## config.mk

```make
export PLATFORM = sky130hd
export DESIGN_NAME = irq_controller
export DESIGN_NICKNAME = d
export VERILOG_FILES = /design/src/rtl/irq_controller.sv
export SDC_FILE = /design/constraint.sdc
export NUM_CORES = 1
export LEC_CHECK = 0
export ABC_AREA = 1
export CAP_MARGIN = 10
export CORE_MARGIN = 1.5
export CORE_UTILIZATION = 45
export CTS_CLUSTER_SIZE = 10
export DETAILED_ROUTE_END_ITERATION = 7
export GPL_TIMING_DRIVEN = 0
export PLACE_DENSITY_LB_ADDON = 0.08
export SYNTH_ARGS = -nofsm -noshare
export SYNTH_HDL_FRONTEND = slang
export SYNTH_SLANG_ARGS = --single-unit
```

## constraint.sdc

```tcl
create_clock -name clk -period 4.6 [get_ports clk]
set_input_delay 0.92 -clock clk [delete_from_list [all_inputs] [get_ports clk]]
set_output_delay 0.92 -clock clk [all_outputs]
set_load 0.03 [all_outputs]
```

## src/rtl/irq_controller.sv

```systemverilog
// irq_controller
//   Parameterised interrupt controller for the single-cycle MIPS core.
//   It latches edge-triggered sources and applies a software mask and a global
//   enable. It then picks the lowest-index eligible request and tells the PC
//   mux to load its vector. The return PC is saved on an EPC stack, and eret
//   pops that stack.
//
//   Build option: define IRQ_NEST_EN to allow strict-priority preemption up to
//   DEPTH levels. Without it the controller allows a single service level and
//   uses one EPC register.
//
// Ports
//   clk, rst_n       clock, asynchronous active-low reset
//   irq_in           raw interrupt sources; a rising edge requests service
//   pc_next          return address pushed when a request is taken
//   eret             return-from-interrupt strobe
//   mask_we/_wdata   mask register write (1 = channel blocked)
//   gie_we/_wdata    global interrupt enable write
//   irq_take         combinational: load irq_vector instead of pc_next
//   irq_vector       vector of the selected channel (0 unless irq_take)
//   irq_id           selected channel index (0 unless irq_take)
//   epc              top of the EPC stack, 0 when the stack is empty
//   pending          latched pending requests
//   in_service       channels currently being serviced
//   mask, gie        current mask and global enable
//   level            current nesting depth
module irq_controller #(
  parameter int             NUM_IRQ    = 3,
  parameter int             DEPTH      = 4,
  parameter int             AW         = 32,
  parameter logic [AW-1:0]  VEC_BASE   = '0,
  parameter logic [AW-1:0]  VEC_STRIDE = AW'(32'h10),
  localparam int            IW         = (NUM_IRQ > 1) ? $clog2(NUM_IRQ) : 1,
  localparam int            LW         = $clog2(DEPTH + 1)
) (
  input  logic               clk,
  input  logic               rst_n,
  input  logic [NUM_IRQ-1:0] irq_in,
  input  logic [AW-1:0]      pc_next,
  input  logic               eret,
  input  logic               mask_we,
  input  logic [NUM_IRQ-1:0] mask_wdata,
  input  logic               gie_we,
  input  logic               gie_wdata,
  output logic               irq_take,
  output logic [AW-1:0]      irq_vector,
  output logic [IW-1:0]      irq_id,
  output logic [AW-1:0]      epc,
  output logic [NUM_IRQ-1:0] pending,
  output logic [NUM_IRQ-1:0] in_service,
  output logic [NUM_IRQ-1:0] mask,
  output logic               gie,
  output logic [LW-1:0]      level
);

`ifdef IRQ_NEST_EN
  localparam int EDEPTH = DEPTH;
`else
  localparam int EDEPTH = 1;
`endif

  logic [NUM_IRQ-1:0] irq_q, pend_q, pend_d, svc_q, svc_d, mask_q, mask_d;
  logic               gie_q, gie_d;
  logic [LW-1:0]      level_q, level_d;
  logic [AW-1:0]      stk_q [EDEPTH];

  logic [NUM_IRQ-1:0] edge_w, req, sel_oh;
  logic [IW-1:0]      sel, svc_top;
  logic               sel_any, svc_any, eligible, pop;

  assign edge_w = irq_in & ~irq_q;
  assign req    = pend_q & ~mask_q;

  // Lowest set index wins, both for requests and for the active service level.
  always_comb begin
    sel     = '0;
    sel_any = 1'b0;
    sel_oh  = '0;
    svc_top = '0;
    svc_any = 1'b0;
    for (int i = NUM_IRQ - 1; i >= 0; i--) begin
      if (req[i]) begin
        sel     = IW'(i);
        sel_any = 1'b1;
        sel_oh  = '0;
        sel_oh[i] = 1'b1;
      end
      if (svc_q[i]) begin
        svc_top = IW'(i);
        svc_any = 1'b1;
      end
    end
  end

  // Preemption is strict: only a higher-priority channel than the one in service.
  assign eligible = sel_any && gie_q && (level_q < LW'(EDEPTH)) &&
                    (!svc_any || (sel < svc_top));
  // eret wins the cycle; the request simply retries once the pop has landed.
  assign irq_take   = eligible && !eret;
  assign pop        = eret && (level_q != '0);
  assign irq_id     = irq_take ? sel : '0;
  assign irq_vector = irq_take ? (VEC_BASE + AW'(sel) * VEC_STRIDE) : '0;

  always_comb begin
    epc = '0;
    for (int i = 0; i < EDEPTH; i++)
      if (level_q == LW'(i + 1)) epc = stk_q[i];
  end

  always_comb begin
    // A fresh edge on the channel being taken keeps it pending.
    pend_d  = (pend_q & ~(irq_take ? sel_oh : '0)) | edge_w;
    svc_d   = svc_q;
    level_d = level_q;
    mask_d  = mask_we ? mask_wdata : mask_q;
    gie_d   = gie_we ? gie_wdata : gie_q;
    if (irq_take) begin
      svc_d   = svc_q | sel_oh;
      level_d = level_q + LW'(1);
    end else if (pop) begin
      // The innermost level is always the highest-priority bit in service.
      svc_d   = svc_q & (svc_q - NUM_IRQ'(1));
      level_d = level_q - LW'(1);
    end
  end

  always_ff @(posedge clk or negedge rst_n) begin
    if (!rst_n) begin
      irq_q   <= '0;
      pend_q  <= '0;
      svc_q   <= '0;
      mask_q  <= '0;
      gie_q   <= 1'b0;
      level_q <= '0;
      for (int i = 0; i < EDEPTH; i++) stk_q[i] <= '0;
    end else begin
      irq_q   <= irq_in;
      pend_q  <= pend_d;
      svc_q   <= svc_d;
      mask_q  <= mask_d;
      gie_q   <= gie_d;
      level_q <= level_d;
      for (int i = 0; i < EDEPTH; i++)
        if (irq_take && (level_q == LW'(i))) stk_q[i] <= pc_next;
    end
  end

  assign pending    = pend_q;
  assign in_service = svc_q;
  assign mask       = mask_q;
  assign gie        = gie_q;
  assign level      = level_q;

endmodule

```

### Yosys cells after proc, flatten, opt, wreduce, memory -nomap -nowiden

Index checks and enable logic that the tools add are counted.
Widths: inputs -> output; s select.

| storage, ports and cells | value |
|---|---|
| register bits after elaboration | 48 |
| output and inout bits | 80 |
| input bits | 44 |
| word-level logic and storage cells | 57 |

| cells by class | value |
|---|---|
| reductions and logical operators | 12 |
| $add $sub $neg | 3 |
| bitwise logic cells | 9 |
| equality and inequality tests | 1 |
| muxes and demuxes | 23 |
| $lt $le $gt $ge | 2 |

Operators by type and width:

| kind | count |
|---|---|
| $mux 32 | 1 |
| $mux 3 | 8 |
| $mux 2 | 7 |
| $and 3x3->3 | 4 |
| $not 3->3 | 3 |
| $logic_and 1x1->1 | 6 |
| $mux 1 | 6 |
| $mux 6 | 1 |
| $or 3x3->3 | 2 |
| $sub 3x1->3 const B | 2 |
| $add 3x1->3 const B | 1 |
| $eq 3x1->1 const B | 1 |
| $logic_not 3->1 | 1 |
| $lt 3x1->1 const B | 1 |
| $reduce_bool 3->1 | 1 |
| $logic_not 1->1 | 2 |
| $lt 2x2->1 | 1 |
| $reduce_bool 2->1 | 1 |
| $logic_or 1x1->1 | 1 |

### Longest topological paths before layout

| depth | value |
|---|---|
| depth in word-level cells | 13 |
| depth in mapped cells | 13 |
| mapped depth without buffers | 12 |

### Least setup slack after synthesis

OpenSTA, ideal clock, no wires.

| timing path | value |
|---|---|
| path type | flip-flop to output port |
| from | register mask_q[0], in the netlist mask[0] |
| to | output irq_vector[4] |
| data arrival time | 2.333 ns |
| cell stages (with the launch flop) | 13 |
| data required time | 3.680 ns |
| slack | 1.347 ns |
| cell sequence | dfrtp_1 > inv_1 > nand2_1 > nand2_1 > nor3_1 > ha_1 > nand2_1 > nand2_1 > nand2_2 > nand2_1 > buf_2 > nor2_1 > buf_4 |

| on the way | value |
|---|---|
| longest elaborated chain between the ends | 8 |
| elaborated cells on any way between the ends | 11 |
| those cells by class | order compare: 1; mux: 3; bitwise: 2; reduce/logical: 5 |

RTL lines:

| what | RTL line | text |
|---|---|---|
| start, declared | 62 | `logic [NUM_IRQ-1:0] irq_q, pend_q, pend_d, svc_q, svc_d, mask_q, mask_d;` |
| start signal, assigned | 140 | `mask_q <= mask_d;` |
| $not 3->3 (*) | 72 | `assign req = pend_q & ~mask_q;` |
| $and 3x3->3 (*) | 72 |  |
| $mux 2 or $mux 1 (tied branches) | 82 | `if (req[i]) begin` |
| $lt 2x2->1 or $logic_and 1x1->1 (tied branches) | 97, 96 |  |
| $logic_or 1x1->1 or $logic_and 1x1->1 (tied branches) | 97, 96 |  |
| $logic_and 1x1->1 | 96 | `assign eligible = sel_any && gie_q && (level_q < LW'(EDEPTH)) &&` |
| $logic_and 1x1->1 | 99 | `assign irq_take = eligible && !eret;` |
| $mux 6 (*) | 102 | `assign irq_vector = irq_take ? (VEC_BASE + AW'(sel) * VEC_STRIDE) : '0;` |
| end, declared | 46 | `output logic [AW-1:0] irq_vector,` |

Every way passes the cells marked *; elsewhere a longest branch is shown, timed or not.

### Worst setup path in the final report

| timing path | value |
|---|---|
| from | input eret |
| to | output irq_vector[4] |

| on the way | value |
|---|---|
| longest elaborated chain between the ends | 3 |

RTL lines:

| what | RTL line | text |
|---|---|---|
| start, declared | 40 | `input logic eret,` |
| $logic_not 1->1 | 99 |  |
| $logic_and 1x1->1 | 99 |  |
| $mux 6 | 102 |  |

Every way passes these cells.

==> summary.md <==
| Metric | Value |
|---|---|
| Status | `finished clean` |
| Die area | `6550 um^2` |
| Distinct cells, synth | `24` |
| Largest area contributor in the netlist | `dfrtp_1` |
| Synth Cell Area | `around 2700 um^2` |
| Register bit total from synthesis | `48` |
| Startpoint types | `input port` |
| Chip height | `80.9 um` |
| Gr usage total | `~18%` |
| Hold endpoint | `pending[2]$_DFF_PN0_` |
| Largest delay share family, worst path | `buffers and inverters` |
| Worst setup EP type | `primary output` |
| Final setup viols | `0` |
| Largest net degree at the start of global routing | `30` |
| Number of flops mapped to enable cells by yosys | `0` |
| Area of the multi-input gates | `1010 um^2` |
| Via count | `about 2.3k` |
| Sequential fraction of the synthesis area | `43.9%` |
| Core ar. | `between 5000 and 6000 um^2` |
| CP Max Fanout | `10` |
| MaxCap Viol Count | `0` |
| Worst Min Path Start | `irq_q[2]$_DFF_PN0_` |
| Crit share post-route | `between 80% and 90%` |
| Final ANT Viol Nets | `0` |
| WL met2 | `between 2000 and 3000 um` |
| Critical path class | `input port to primary output` |
| Non-Filler Instances | `about 540` |
| WL/cell | `between 10 and 15 um` |
| Pins Over Slew Limit | `0` |
| Post-Place Cells | `~530` |
| DR pass1 iterations | `4` |
| Top post-synthesis cells by count | `inv_1 (80), nand2_1 (56), dfrtp_1 (48), nor2_1 (40)` |
| Hold WS | `about 0.42 ns` |
| Reg2reg end | `pending[0]$_DFF_PN0_` |
| Period minus WS final | `3.92 ns` |
| WL final | `about 5600 um` |
| Residual DRC count | `0` |
| Crit path cell chain | `clkdlybuf4s50_1 -> inv_1 -> nand3_1 -> nor3_4 -> nand2_1 -> buf_2 -> nor2_1 -> buf_4 -> clkdlybuf4s50_1` |
| Final nets | `roughly 500` |
| Launch point of the worst reg-to-reg path | `mask[0]$_DFFE_PN0P_` |
| Ys Warns | `0` |
| Share of cells above drive strength 1 | `between 10% and 20%` |
| Count leader, synth | `inv_1` |
| Initial antenna violation count | `0` |
| Max frequency | `255 MHz` |
| Final HPWL DP | `roughly 4300 um` |
| Pleak | `approximately 2.0 nW` |
| Initial core utilization | `between 40% and 50%` |
| Io pins | `124` |
| Die W | `80.9 um` |
| CP max stage delay | `approximately 0.65 ns` |
| Crit path arrival time | `3.00 ns` |
| Rows | `28` |
| CTS Root Cell | `clkbuf_8` |
| GRT overflow | `0` |
| I/O Buffers | `93` |
| Buf+Inv Stages, Crit Path | `5` |
| # diodes | `0` |
| Yosys top cell area share | `43.9%` |
| Top layer in use | `met4` |
| CP max-delay cell | `clkdlybuf4s50_1` |
| Req. time, crit path | `~3.7 ns` |
| Post-CTS Resized | `0` |
| Post-layout util | `~68%` |
| Mean area per synthesized cell | `a little over 8 um^2` |
| RSZ-0062 raised after global routing | `false` |
| CP Launch Point | `eret` |
| Max H-tree Level | `2` |
| GPL Wtd Cong | `around 0.8` |
| # Post-CTS Setup Buffers | `0` |
| CTS Sinks | `48` |
| Avg Vias per Cell | `4.19` |
| Fillers | `around 550` |
| CTS buffer count | `5` |
| Fraction of registers with async set/reset | `100%` |
| Most used cell, CP | `clkdlybuf4s50_1` |
| Met3 WL post-DR | `426 um` |
| R2R depth | `12` |
| Worst-path clk slew | `approximately 0.090 ns` |
| Worst vdd ir | `~0.25 mV` |
| Vias in the first global route | `slightly above 2k` |
| Clock Path Buffers | `2` |
| Wl on met1 | `roughly 2200 um` |
| Post-Synthesis Cells | `335` |
| Setup TNS | `0 ns` |
| Register area | `between 1000 and 1500 um^2` |
| Main synth FF type | `dfrtp_1` |
| Hold path depth | `1` |
| Final hold violation count | `0` |
| Post-cts hold buffer count | `0` |
| Worst hold-check path type | `flip-flop to flip-flop` |
| CTS tree | `yes` |
| Synth area leaders | `dfrtp_1 (44%), inv_1 (11%), o21ai_2 (10%)` |
| Clock Skews | `around 0.013 ns` |
| R2R Setup Slk | `approximately 2.6 ns` |
| Area grow syn2layout | `45.9%` |
| Later-pin clock latency in the skew report | `~0.3 ns` |
| First DRT Iteration DRCs | `between 60 and 70` |
| Power Dens Cells | `~440 nW/um^2` |
| First-pass GRT wire length | `around 9000 um` |
## metal layers
| metal | GRT usage (%) | up-vias |
|---|---|---|
| li1 | - | 1176 |
| met1 | 20.3 | 1012 |
| met2 | 32.5 | 77 |
| met3 | 5.39 | 4 |
| met4 | 4.14 | 0 |
| met5 | 0 | - |
## cell usage in the layout (no fill, tap or decap), drive strengths merged
cell,count
a21oi,1
nor3,3
clkbuf,8
xnor2,2
clkdlybuf4s50,92
clkinv,3
conb,30
ha,5
nand3,9
inv,80
nand2,58
mux2,2
o21ai,41
or2,1
dfrtp,48
bufinv,1
nor2,40
buf,42
## area by class of cell
| cell class | count | share of cell area (%) |
|---|---|---|
| inverters | 82 | 7.75 |
| plain buffers | 42 | 8.12 |
| clock buffers | 6 | 1.82 |
| multi-input cells | 192 | 25.3 |
| well taps | 75 | 2.35 |
| flip-flops and latches | 48 | 30.1 |
| clock inverters | 2 | 0.878 |
| repair buffers | 94 | 23.7 |
## where the power goes
part | switching, mW | internal, mW | leakage, nW
sequential | 0.0948 | 0.570 | 0.614
clock | 0.137 | 0.161 | 0.0552
combinational | 0.472 | 0.339 | 1.35
## sequential cells by signal, summed over array words and instances (netlist names)
register / cells
in_service: 3
stk_q: 32
pending: 3
irq_q: 3
gie: 1
mask: 3
level: 3
## how the worst max path moves through the flow
stage | end | slack [ns] | depth (start not counted)
finish | irq_vector[4] | 0.68 | 9
CTS | irq_vector[4] | 0.65 | 9
global route | irq_vector[4] | 0.55 | 9
floorplan | irq_vector[4] | 1.35 | 12
global placement | irq_vector[4] | 0.69 | 9
detailed placement | irq_vector[4] | 0.66 | 9
## kinds of logic (layout without fill, tap and decap cells)
logic type | Yosys count | after routing | share of synthesized area [%]
other cells | 1 | 30 | 0.137
simple gates | 111 | 111 | 16.9
buf+inv | 124 | 226 | 23.2
mux | 2 | 2 | 0.824
fa+ha+maj | 5 | 5 | 2.29
xor+xnor | 2 | 2 | 0.641
flops | 48 | 48 | 43.9
compound gates | 42 | 42 | 12.1
## through the flow
stage	power, mW	worst slack (ns)	area [um^2]
detailed placement	1.49	0.663	3880
floorplan	1.22	1.35	2840
finish	1.78	0.677	3990
CTS	1.80	0.650	3990
global route	1.91	0.545	3990
global placement	1.46	0.690	3870
Power figures use the tool's default switching activity.
